$ cat config.mk
export PLATFORM = sky130hd
export DESIGN_NAME = ram_32x8
export DESIGN_NICKNAME = d
export VERILOG_FILES = /design/src/rtl/ram_32x8_pkg.sv /design/src/rtl/ram_32x8.sv
export SDC_FILE = /design/constraint.sdc
export NUM_CORES = 1
export LEC_CHECK = 0
export CAP_MARGIN = 10
export CORE_MARGIN = 1
export CORE_UTILIZATION = 62
export CTS_CLUSTER_SIZE = 8
export DETAILED_ROUTE_END_ITERATION = 10
export GPL_ROUTABILITY_DRIVEN = 0
export PLACE_DENSITY_LB_ADDON = 0.25
export SLEW_MARGIN = 20
export SYNTH_ARGS = -nofsm -noshare
export SYNTH_HDL_FRONTEND = slang
export SYNTH_SLANG_ARGS = --single-unit
$ cat constraint.sdc
create_clock -name clk_i -period 3.8 [get_ports clk_i]
set_clock_uncertainty 0.2 [all_clocks]
set_input_delay 1.14 -clock clk_i [delete_from_list [all_inputs] [get_ports clk_i]]
set_output_delay 1.14 -clock clk_i [all_outputs]
set_load 0.02 [all_outputs]
$ cat src/rtl/ram_32x8_pkg.sv
// Shared memory geometry for the simulated computer: bus widths and the
// word/address types that the CPU datapath also uses.
package ram_32x8_pkg;

    localparam int unsigned DATA_W = 8;
    localparam int unsigned ADDR_W = 5;
    localparam int unsigned DEPTH  = 2 ** ADDR_W;

    typedef logic [DATA_W-1:0] word_t;
    typedef logic [ADDR_W-1:0] addr_t;

endpackage

$ cat src/rtl/ram_32x8.sv
// Single-port 32 x 8 program/data memory: synchronous write and clear,
// combinational read with no write-data bypass.
module ram_32x8
    import ram_32x8_pkg::*;
#(
    parameter int unsigned DATA_W = ram_32x8_pkg::DATA_W,
    parameter int unsigned ADDR_W = ram_32x8_pkg::ADDR_W
) (
    input  logic              clk_i,
    input  logic              rst_i,
    input  logic              wen_i,
    input  logic [ADDR_W-1:0] addr_i,
    input  logic [DATA_W-1:0] din_i,
    output logic [DATA_W-1:0] dout_o
);

    localparam int unsigned MEM_DEPTH = 2 ** ADDR_W;

    logic [DATA_W-1:0] mem_q [MEM_DEPTH];
    logic [DATA_W-1:0] mem_d [MEM_DEPTH];

    always_comb begin
        mem_d = mem_q;
        if (wen_i) begin
            mem_d[addr_i] = din_i;
        end
    end

    // Reset takes priority over a write presented in the same cycle.
    always_ff @(posedge clk_i) begin
        if (rst_i) begin
            for (int unsigned i = 0; i < MEM_DEPTH; i++) begin
                mem_q[i] <= '0;
            end
        end else begin
            mem_q <= mem_d;
        end
    end

    assign dout_o = mem_q[addr_i];

endmodule

==> results of run 1 <==
-- routing by layer --
metal | vias to the layer above | share of wire [%] | wire [µm] | GRT usage (%)
met5 | - | 0.15 | 69 | 0
met4 | 2 | 9.8 | 4491 | 26.32
met3 | 405 | 15 | 6669 | 10.29
met2 | 1096 | 42 | 19290 | 65.17
met1 | 5705 | 33 | 15200 | 51.11
li1 | 5022 | - | - | -
-- worst max-delay path by stage --
stage	slack (ns)	end	depth (start not counted)	from
after floorplan	0.02	dout_o[4]	7	addr_i[4]
after global placement	-1.09	dout_o[6]	9	addr_i[1]
after detailed placement	-1.10	dout_o[5]	7	addr_i[4]
after CTS	-0.17	dout_o[5]	9	addr_i[0]
after global routing	-0.82	dout_o[5]	8	addr_i[0]
final	-0.87	dout_o[5]	8	addr_i[0]
-- timing repair --
action,4_1_cts,5_1_grt
resized for setup,167,81
cloned,6,0
setup endpoints to repair,8,8
pin swaps,29,25
hold buffers,0,0
setup buffers,20,15
endpoints found under the hold margin,0,0
-- stage by stage --
step / util (%) / instances / instance area [µm²]
CTS: 79.70 / 1683 / 14420
finish: 82.84 / 1696 / 14980
global route: 82.84 / 1696 / 14980
detailed placement: 69.76 / 1617 / 12620
floorplan: - / 1366 / 11530
global placement: 69.76 / 1617 / 12620
-- cell usage in the layout (no fill, tap or decap), drive strengths merged, types with 41 or more instances in the layout --
cell	n
dfxtp	256
nand2	213
o21ai	96
buf	173
a21oi	192
o22ai	64
nor2	77
mux2i	192
nand3	102
clkbuf	41
-- worst max-delay path: stages --
cell	delay (ns)
buf_16	0.14
buf_16	0.18
buf_4	0.17
mux2i_1	0.68
o22ai_2	0.19
nor4_2	0.30
nand2_1	0.29
buf_6	0.23
-- final cells by class --
cell class	count	area, µm²	share of cell area, %
Timing Repair Buffer	187	1961	13.09
Sequential cell	256	5125	34.20
Multi-Input combinational cell	984	6626	44.23
Clock buffer	39	975.9	6.514
Clock inverter	1	8.758	0.05846
Tap cell	229	286.5	1.912
-- report_power, final --
group	total [mW]	switching, mW	internal [mW]
clock	2.95	1.16	1.79
combinational	0.579	0.351	0.228
sequential	2.72	0.0133	2.71
total	6.25	1.52	4.73
-- kinds of logic after synthesis --
family,Yosys count,share of synthesized area (%)
AND/OR/NAND/NOR,440,17.95
AO/OA/AOI/OAI,352,16.01
flip-flops,256,44.55
multiplexers,192,16.71
buffers and inverters,126,4.786
==> summary.txt, run 1 <==
Final layout
  – Largest register by flop count: mem_q
  – Max reg flops: 256
  – Largest regs: mem_q (256)
  – Share of layout cells above drive strength 1: 22.49%
  – Filler cells: 914
  – # diodes: 0
  – Nets: 1,482
  – Area growth, synth to finish: 30.25%

Logic synthesis
  – Syn_area_per_cell: 8.421 µm²
  – Largest cells by area after synthesis: dfxtp_1 45%, mux2i_1 17%, a21oi_1 8.4%
  – Post-synth EDFFs: 0
  – Synth top area share: 44.55%
  – Sequential element share of the synthesized area: 44.55%
  – Yosys reg bits: 256
  – Asr flop ratio synth: 0%
  – Mapped Cells: 1,366
  – Yosys warns: 0
  – Cell taking the most area after synthesis: dfxtp_1
  – Synth cell count leaders: 256 x dfxtp_1, 212 x nand2_1, 192 x a21oi_1, 192 x mux2i_1, 97 x nand3_1
  – Dominant synthesized flop cell: dfxtp_1
  – Synth cell types: 31
  – Post-synth design cell area: 0.01150 mm²
  – Count leader, synth: dfxtp_1
  – Syn nets: 1,382

Clock network
  – CTS Buf Count: 37
  – H-Tree Depth: 2
  – Clock latency on the worst-skew pair: 0.54 ns
  – Clock slew at reported path FFs: 0.04 ns
  – Longest Clk Path Bufs: 3
  – CTS tree: done
  – CTS sink cnt: 256
  – Clock root cell: clkbuf_16

Critical path
  – Flop2flop setup slack: 2.58 ns
  – R2R Path End: mem_q[67]
  – WS Path Type: in2out
  – FF-to-FF path depth: 2
  – CP Capture Type: output port
  – Crit Path Max Fanout: 13
  – Critical Path RT: 2.46 ns
  – Worst Setup Start Kind: primary input
  – Critical R2R Launch: mem_q[67]
  – Arrival time at the worst endpoint: 3.33 ns

Run
  – Max cap viols: 0

Routing
  – Via count: 12,230
  – Initial DRC count: 2,398
  – Final ANT Viol Nets: 0
  – Number of remaining DRC errors: 2
  – Detailed-route wire length: 45.72 mm
  – Pre-antenna DRT Iters: 10
  – Drt via density: 7.211
  – WL/cell: 26.96 µm

Global route
  – Initial antenna violation count: 0
  – Largest net degree at the start of global routing: 86
  – Total grt overflow: 0
  – First-pass GRT wire length: 62.06 mm
  – Vias in the first global route: 10,960
  – Total track usage: 41.42%

Placement
  – Dpl hpwl: 21.51 mm
  – DP Worst Slack: -1.097 ns
  – PortBufs: 23

Floorplanning
  – Die height: 138.2 µm
  – # rows: 49
  – Die W: 138.2 µm
  – Die ar.: 0.01910 mm²
  – Initial Util: 63.60%
  – Core Area: 0.01809 mm²
  – IO Pins: 24

STA
  – Final setup violation count: 8
  – Hold WS: 0.2538 ns
  – Tcrit/Tclk final: 122.9%
  – Setup TNS: -4.197 ns
  – Least-Margin Pin Slew: 0.7997 ns
  – Unrepaired setup endpoints after global routing: true
  – Final hold vios: 0
  – Max-slew violations: 0
  – Max Freq: 0.2141 GHz
  – Final min period: 4.671 ns
  – Relative slew margins: 45.16%
  – Final Worst Setup Slack: -0.8714 ns

Min path
  – Min-Delay Startpoint: mem_q[213]
  – WHS Path Cells: 2
  – WHS Endpoint: mem_q[213]
  – Hold WC Path Type: reg2reg

Outcome
  – Status: finished with violations
  – Failing checks: design-rule violations, negative setup slack

Power
  – Pwr per Cell Area: 417.0 mW/mm²
  – VDD IR max: 0.3423 mV
  – Power consumption: 6.248 mW
  – Leak pwr: 5.379 nW
Note: power is estimated with default switching activity, not from simulation.
==> run 2, diff against run 1 <==
--- a/config.mk
+++ b/config.mk
@@ -6,12 +6,12 @@
 export NUM_CORES = 1
 export LEC_CHECK = 0
 export CAP_MARGIN = 10
-export CORE_MARGIN = 1
+export CORE_MARGIN = 5
 export CORE_UTILIZATION = 62
 export CTS_CLUSTER_SIZE = 8
 export DETAILED_ROUTE_END_ITERATION = 10
 export GPL_ROUTABILITY_DRIVEN = 0
-export PLACE_DENSITY_LB_ADDON = 0.25
+export PLACE_DENSITY_LB_ADDON = 0.3
 export SLEW_MARGIN = 20
 export SYNTH_ARGS = -nofsm -noshare
 export SYNTH_HDL_FRONTEND = slang
==> run 2 against run 1 <==
- the flow finishes with violations (negative setup slack)
- global-route usage shrank 5.6 points
- cell area shrank 2.0%
- die area grew 12%
- worst hold slack is essentially flat
- core utilization shrank 1.7 points
- critical path type unchanged
- largest power group unchanged
- register-to-register slack gained 0.06 ns
==> summary.txt, run 2 (synthesized netlist as in run 1, its figures left out) <==
Floorplanning
  – Initial Util: 63.60% (unchanged)
  – Die ar.: 0.02138 mm² (+12%)
  – # rows: 49 (unchanged)
  – Die W: 146.2 µm (+5.8%)
  – Core Area: 0.01809 mm² (unchanged)
  – IO Pins: 24 (unchanged)
  – Die height: 146.2 µm (+5.8%)

STA
  – Relative slew margins: 48.83% (+3.7 points)
  – Least-Margin Pin Slew: 0.7676 ns (-0.03216 ns)
  – Final min period: 4.699 ns (+0.02775 ns)
  – Final hold vios: 0 (unchanged)
  – Max Freq: 0.2128 GHz (-0.59%)
  – Final Worst Setup Slack: -0.8992 ns (-0.02775 ns)
  – Unrepaired setup endpoints after global routing: true
  – Final setup violation count: 8 (unchanged)
  – Max-slew violations: 0 (unchanged)
  – Tcrit/Tclk final: 123.7% (+0.73 points)

Routing
  – Number of remaining DRC errors: 0 (-2)
  – Pre-antenna DRT Iters: 7 (-3)
  – Via count: 12,103 (-1.0%)
  – WL/cell: 26.51 µm (-1.7%)
  – Drt via density: 7.187 (-0.33%)
  – Final ANT Viol Nets: 0 (unchanged)
  – Initial DRC count: 2,193 (-8.5%)
  – Detailed-route wire length: 44.65 mm (-2.4%)

Critical path
  – FF-to-FF path depth: 2 (unchanged)
  – Worst Setup Start Kind: primary input
  – Critical Path RT: 2.46 ns (about the same)
  – WS Path Type: in2out
  – Arrival time at the worst endpoint: 3.36 ns (+0.03 ns)
  – CP Capture Type: output port
  – Crit Path Max Fanout: 10 (-3)

Final layout
  – Largest regs: mem_q (256)
  – Largest register by flop count: mem_q
  – Share of layout cells above drive strength 1: 21.72% (-0.78 points)
  – Design area: 0.01468 mm² (-2.0%)
  – # diodes: 0 (unchanged)
  – Nets: 1,470 (-0.81%)
  – Commonest non-fill, non-tap cell in the layout: dfxtp_1
  – Non-filler cells, final: 1,684 (-0.71%)
  – Area taken by multi-input logic gates: 0.006507 mm² (-1.8%)
  – Final Core Density: 81.19% (-1.7 points)
  – Max reg flops: 256 (unchanged)
  – FF+latch area: 0.005125 mm² (unchanged)
  – Filler cells: 926 (+1.3%)
  – Commonest cells after routing, fill and taps aside: 256 x dfxtp_1, 208 x nand2_1, 192 x a21oi_1, 158 x mux2i_1, 113 x buf_4
  – Area growth, synth to finish: 27.65%

Global route
  – Total grt overflow: 0 (unchanged)
  – Vias in the first global route: 10,825 (-1.2%)
  – Largest net degree at the start of global routing: 92 (+7.0%)
  – Initial antenna violation count: 1 (+1)
  – First-pass GRT wire length: 61.51 mm (-0.88%)
  – Total track usage: 35.84% (-5.6 points)

Min path
  – Hold WC Path Type: reg2reg
  – WHS Path Cells: 2 (unchanged)

Power
  – Pwr per Cell Area: 425.2 mW/mm² (+2.0%)
  – Power consumption: 6.244 mW (about the same)
  – VDD IR max: 0.3893 mV (+14%)
  – Leak pwr: 5.252 nW (-2.4%)

Run
  – Max cap viols: 0 (unchanged)

Clock network
  – CTS sink cnt: 256 (unchanged)
  – Clock root cell: clkbuf_16
  – CTS tree: done
  – Clock slew at reported path FFs: 0.05 ns (about the same)
  – Longest Clk Path Bufs: 3 (unchanged)
  – Hold_buf cts: 0 (unchanged)
  – Clock latency on the worst-skew pair: 0.51 ns (-0.03 ns)
  – CTS Buf Count: 37 (unchanged)
  – H-Tree Depth: 2 (unchanged)

Placement
  – Dpl hpwl: 21.71 mm (+0.95%)
  – Cells after DPL: 1,601 (-0.99%)
  – Placed inst area: 0.01247 mm² (-1.2%)
  – PortBufs: 23 (unchanged)

Outcome
  – Failing checks: negative setup slack
  – Status: finished with violations
-- run 2: what timing repair did --
item,4_1_cts,5_1_grt
pin swaps,36,26
buffers inserted,19,21
gates resized for setup,156,68
endpoints found under the setup margin,8,8
cloned,5,0
-- run 2: routing by layer --
metal	up-vias	track usage, %	wire length, µm
met4	0	20.13	4321
met3	433	10.23	6638
met2	1166	56.73	19100
li1	4997	-	-
met5	-	0	0
met1	5507	44.02	14590
-- run 2: worst max-delay path, cell delays in order --
cell      delay [ns]
buf_6           0.12
buf_6           0.12
buf_12          0.13
nand4b_1        0.38
buf_4           0.26
o22ai_1         0.55
nor4_2          0.12
nand2_1         0.34
buf_6           0.18
-- run 2: path summary, 6_finish.rpt --
| check | startpoint | endpoint | slack, ns |
|---|---|---|---|
| worst max-delay path | addr_i[4] | dout_o[4] | -0.90 |
| worst min-delay path | mem_q[220] | mem_q[220] | 0.25 |
| worst max register to register | mem_q[232] | mem_q[232] | 2.64 |
| worst min register to register | mem_q[220] | mem_q[220] | 0.25 |
-- run 2: report_power, final --
group	switching, mW	total (mW)	internal (mW)
Sequential	0.0128	2.72	2.71
Combinational	0.340	0.551	0.211
Clock	1.18	2.97	1.79
-- run 2: metrics by stage --
stage	setup TNS [ns]	setup WS (ns)	hold WS [ns]
global route	-3.473	-0.7981	0.2648
floorplan	0	0.02415	0.2357
CTS	-1.304	-0.1817	0.2524
global placement	-9.028	-1.150	0.2411
detailed placement	-9.256	-1.173	0.2458
finish	-3.378	-0.8992	0.2536
-- run 2: layout make-up --
cell class | instances | share of cell area [%]
Tap cell | 229 | 1.951
Sequential cell | 256 | 34.90
Clock inverter | 1 | 0.05965
Multi-Input combinational cell | 984 | 44.32
Timing Repair Buffer | 175 | 12.13
Clock buffer | 39 | 6.646
==> run 3, diff against run 2 <==
--- a/config.mk
+++ b/config.mk
@@ -5,6 +5,7 @@
 export SDC_FILE = /design/constraint.sdc
 export NUM_CORES = 1
 export LEC_CHECK = 0
+export ABC_AREA = 1
 export CAP_MARGIN = 10
 export CORE_MARGIN = 5
 export CORE_UTILIZATION = 62
==> run 3 against run 2 <==
- the run now ends clean
- core utilization is 8.4 points lower
- sequential cell count stayed put
- worst hold slack better by 0.0092 ns
- non-clock buffer count is 85 lower
- clock-buffer cell count stayed put
- sequential power hardly changed
- cell count is 29% higher
- via count is 1.6% higher
- register-to-register slack better by 0.24 ns
- wire length is 21% lower
- critical path type unchanged
- critical endpoint is now dout_o[2]
- largest power group unchanged
==> summary.txt, run 3 <==
Routing
  – Number of remaining DRC errors: 0 (unchanged)
  – Via count: 12,295 (+1.6%)
  – WL/cell: 16.19 µm (-39%)
  – Initial DRC count: 1,139 (-48%)
  – Pre-antenna DRT Iters: 6 (-1)
  – Drt via density: 5.658 (-21%)
  – Final ANT Viol Nets: 0 (unchanged)
  – Detailed-route wire length: 35.17 mm (-21%)

Placement
  – Dpl hpwl: 21.43 mm (-1.3%)
  – PortBufs: 23 (unchanged)
  – DP Worst Slack: -0.6957 ns (+0.4775 ns)
  – Placed inst area: 0.01251 mm² (+0.32%)
  – Cells after DPL: 2,126 (+33%)

STA
  – Least-Margin Pin Slew: 0.8000 ns (+0.03247 ns)
  – Final min period: 3.726 ns (-0.9727 ns)
  – Final Worst Setup Slack: 0.07355 ns (+0.9727 ns)
  – Tcrit/Tclk final: 98.06% (-26 points)
  – Max-slew violations: 0 (unchanged)
  – Unrepaired setup endpoints after global routing: false
  – Setup TNS: 0 ns (+3.378 ns)
  – Final setup violation count: 0 (-8)
  – Max Freq: 0.2684 GHz (+26%)
  – Final hold vios: 0 (unchanged)
  – Relative slew margins: 46.49% (-2.3 points)
  – Hold WS: 0.2628 ns (+0.009176 ns)

Logic synthesis
  – Cell taking the most area after synthesis: dfxtp_1
  – Asr flop ratio synth: 0% (unchanged)
  – Dominant synthesized flop cell: dfxtp_1
  – Syn nets: 1,927 (+39%)
  – Yosys reg bits: 256 (unchanged)
  – Sequential element share of the synthesized area: 43.36% (-1.2 points)
  – Post-synth design cell area: 0.01182 mm² (+2.8%)
  – Largest cells by area after synthesis: dfxtp_1 43%, nand2_1 38%, a21oi_1 11%
  – Synth top area share: 43.36% (-1.2 points)
  – Count leader, synth: nand2_1
  – Syn_area_per_cell: 6.185 µm² (-27%)
  – Yosys warns: 0 (unchanged)
  – Synth cell types: 17 (-45%)
  – Mapped Cells: 1,911 (+40%)
  – Synth cell count leaders: 1,195 x nand2_1, 256 x a21oi_1, 256 x dfxtp_1
  – Post-synth EDFFs: 0 (unchanged)

Global route
  – Largest net degree at the start of global routing: 90 (-2.2%)
  – First-pass GRT wire length: 56.50 mm (-8.2%)
  – Vias in the first global route: 11,351 (+4.9%)
  – Initial antenna violation count: 0 (-1)
  – Total grt overflow: 0 (unchanged)
  – Total track usage: 31.24% (-4.6 points)

Final layout
  – Max reg flops: 256 (unchanged)
  – Commonest non-fill, non-tap cell in the layout: nand2_1
  – Share of layout cells above drive strength 1: 9.747% (-12 points)
  – FF+latch area: 0.005125 mm² (unchanged)
  – Nets: 1,954 (+33%)
  – # diodes: 0 (unchanged)
  – Area taken by multi-input logic gates: 0.006163 mm² (-5.3%)
  – Non-filler cells, final: 2,173 (+29%)
  – Commonest cells after routing, fill and taps aside: 1,190 x nand2_1, 256 x a21oi_1, 256 x dfxtp_1, 48 x buf_4, 41 x clkbuf_16
  – Area growth, synth to finish: 15.50%
  – Largest regs: mem_q (256)
  – Filler cells: 1,500 (+62%)
  – Largest register by flop count: mem_q
  – Final Core Density: 72.74% (-8.4 points)
  – Design area: 0.01365 mm² (-7.0%)

Clock network
  – H-Tree Depth: 2 (unchanged)
  – CTS Buf Count: 37 (unchanged)
  – Hold_buf cts: 0 (unchanged)
  – Clock root cell: clkbuf_16
  – Clock latency on the worst-skew pair: 0.50 ns (about the same)
  – CTS tree: done
  – Longest Clk Path Bufs: 3 (unchanged)
  – CTS sink cnt: 256 (unchanged)
  – Clock slew at reported path FFs: 0.04 ns (about the same)

Floorplanning
  – Core Area: 0.01877 mm² (+3.8%)
  – # rows: 50 (+2.0%)
  – Die height: 148.1 µm (+1.3%)
  – IO Pins: 24 (unchanged)
  – Die W: 148.1 µm (+1.3%)
  – Die ar.: 0.02193 mm² (+2.6%)
  – Initial Util: 62.98% (-0.62 points)

Power
  – Switching Share: 22.89% (-1.6 points)
  – Power share of the clock group: 48.1% (+0.5 points)
  – P_int: 4.604 mW (-2.3%)
  – Leak pwr: 5.787 nW (+10%)
  – Sequential share of power: 45.6% (+2.0 points)
  – Power consumption: 5.970 mW (-4.4%)
  – Combinational share of power: 6.3% (-2.5 points)
  – VDD IR max: 0.3978 mV (+2.2%)
  – Pwr per Cell Area: 437.3 mW/mm² (+2.8%)
  – Sw Pwr: 1.367 mW (-11%)

Critical path
  – WS Path Type: in2out
  – Critical Path RT: 2.46 ns (about the same)
  – CP max-delay cell: buf_12
  – Worst Setup Start Kind: primary input
  – CP Capture Type: output port
  – Arrival time at the worst endpoint: 2.39 ns (-0.97 ns)
  – Max stage delay on crit path: 0.16 ns (-0.39 ns)
  – CP Buf/Inv Count: 4 (-1)
  – Crit Path Max Fanout: 20 (+10)
  – CP most frequent cell: nand2_1
  – CP Cell Sequence: buf_8, buf_12, buf_12, nand2_1, nand2_1, nand2_1, nand2_1, nand2_1, nand2_1, nor2_1, nand2_2, buf_6
  – CP delay by family, top: simple AND/OR/NAND/NOR gates

Min path
  – Hold WC Path Type: reg2reg

Run
  – Max cap viols: 0 (unchanged)

Outcome
  – Status: completed
==> run 3: cell types whose count changed in the layout (fill, tap and decap cells not counted), moves of 26 or more <==
cell	delta
nand2_1	+982
buf_4	-65
nand3_1	-95
mux2i_2	-26
nor2_1	-62
o21ai_0	-96
a21oi_1	+64
mux2i_1	-158
o22ai_1	-30
==> run 3: cells by family after synthesis <==
kind of cell | Yosys count | share of synthesized area (%)
AO/OA/AOI/OAI | 256 | 10.84
AND/OR/NAND/NOR | 1252 | 40.86
flip-flops | 256 | 43.36
buffers and inverters | 147 | 4.943
==> run 3: area by class of cell <==
cell class | count | area share, %
multi-input combinational | 1508 | 45.15
tap | 234 | 2.145
inverter | 45 | 1.274
timing repair buffer | 90 | 6.681
sequential | 256 | 37.54
clock buffer | 39 | 7.149
clock inverter | 1 | 0.06416
==> run 3: worst register-to-register path: stages, from the launching register on <==
cell	delay, ns
dfxtp_1	0.34
nand2_1	0.07
a21oi_1	0.21
==> run 3: worst paths after layout <==
kind,startpoint,to,slack [ns],cells after the start
setup / recovery,addr_i[0],dout_o[2],0.07,12
hold / removal,mem_q[126],mem_q[126],0.26,2
setup reg to reg,mem_q[179],mem_q[179],2.88,2
hold reg to reg,mem_q[126],mem_q[126],0.26,2
==> run 3: metal layers <==
layer  global-route usage (%)  share of wire, %
met5                        0                 0
met4                    15.10               4.8
met3                    4.296               8.8
met2                    51.66                47
met1                    40.48                39
==> run 3: timing repair <==
item	4_1_cts	5_1_grt
gates resized for setup	62	15
pin swaps	2	2
endpoints found under the setup margin	8	8
setup buffers	0	1
cloned	4	2
==> run 3: power by group through the flow <==
stage	clock network (mW)	registers, mW	logic, mW
6_report	2.87	2.72	0.378
5_1_grt	3.03	2.72	0.397
4_1_cts	2.90	2.72	0.353
3_5_place_dp	0	2.77	0.346
3_3_place_gp	0	2.77	0.344
2_1_floorplan	0	2.77	0.198
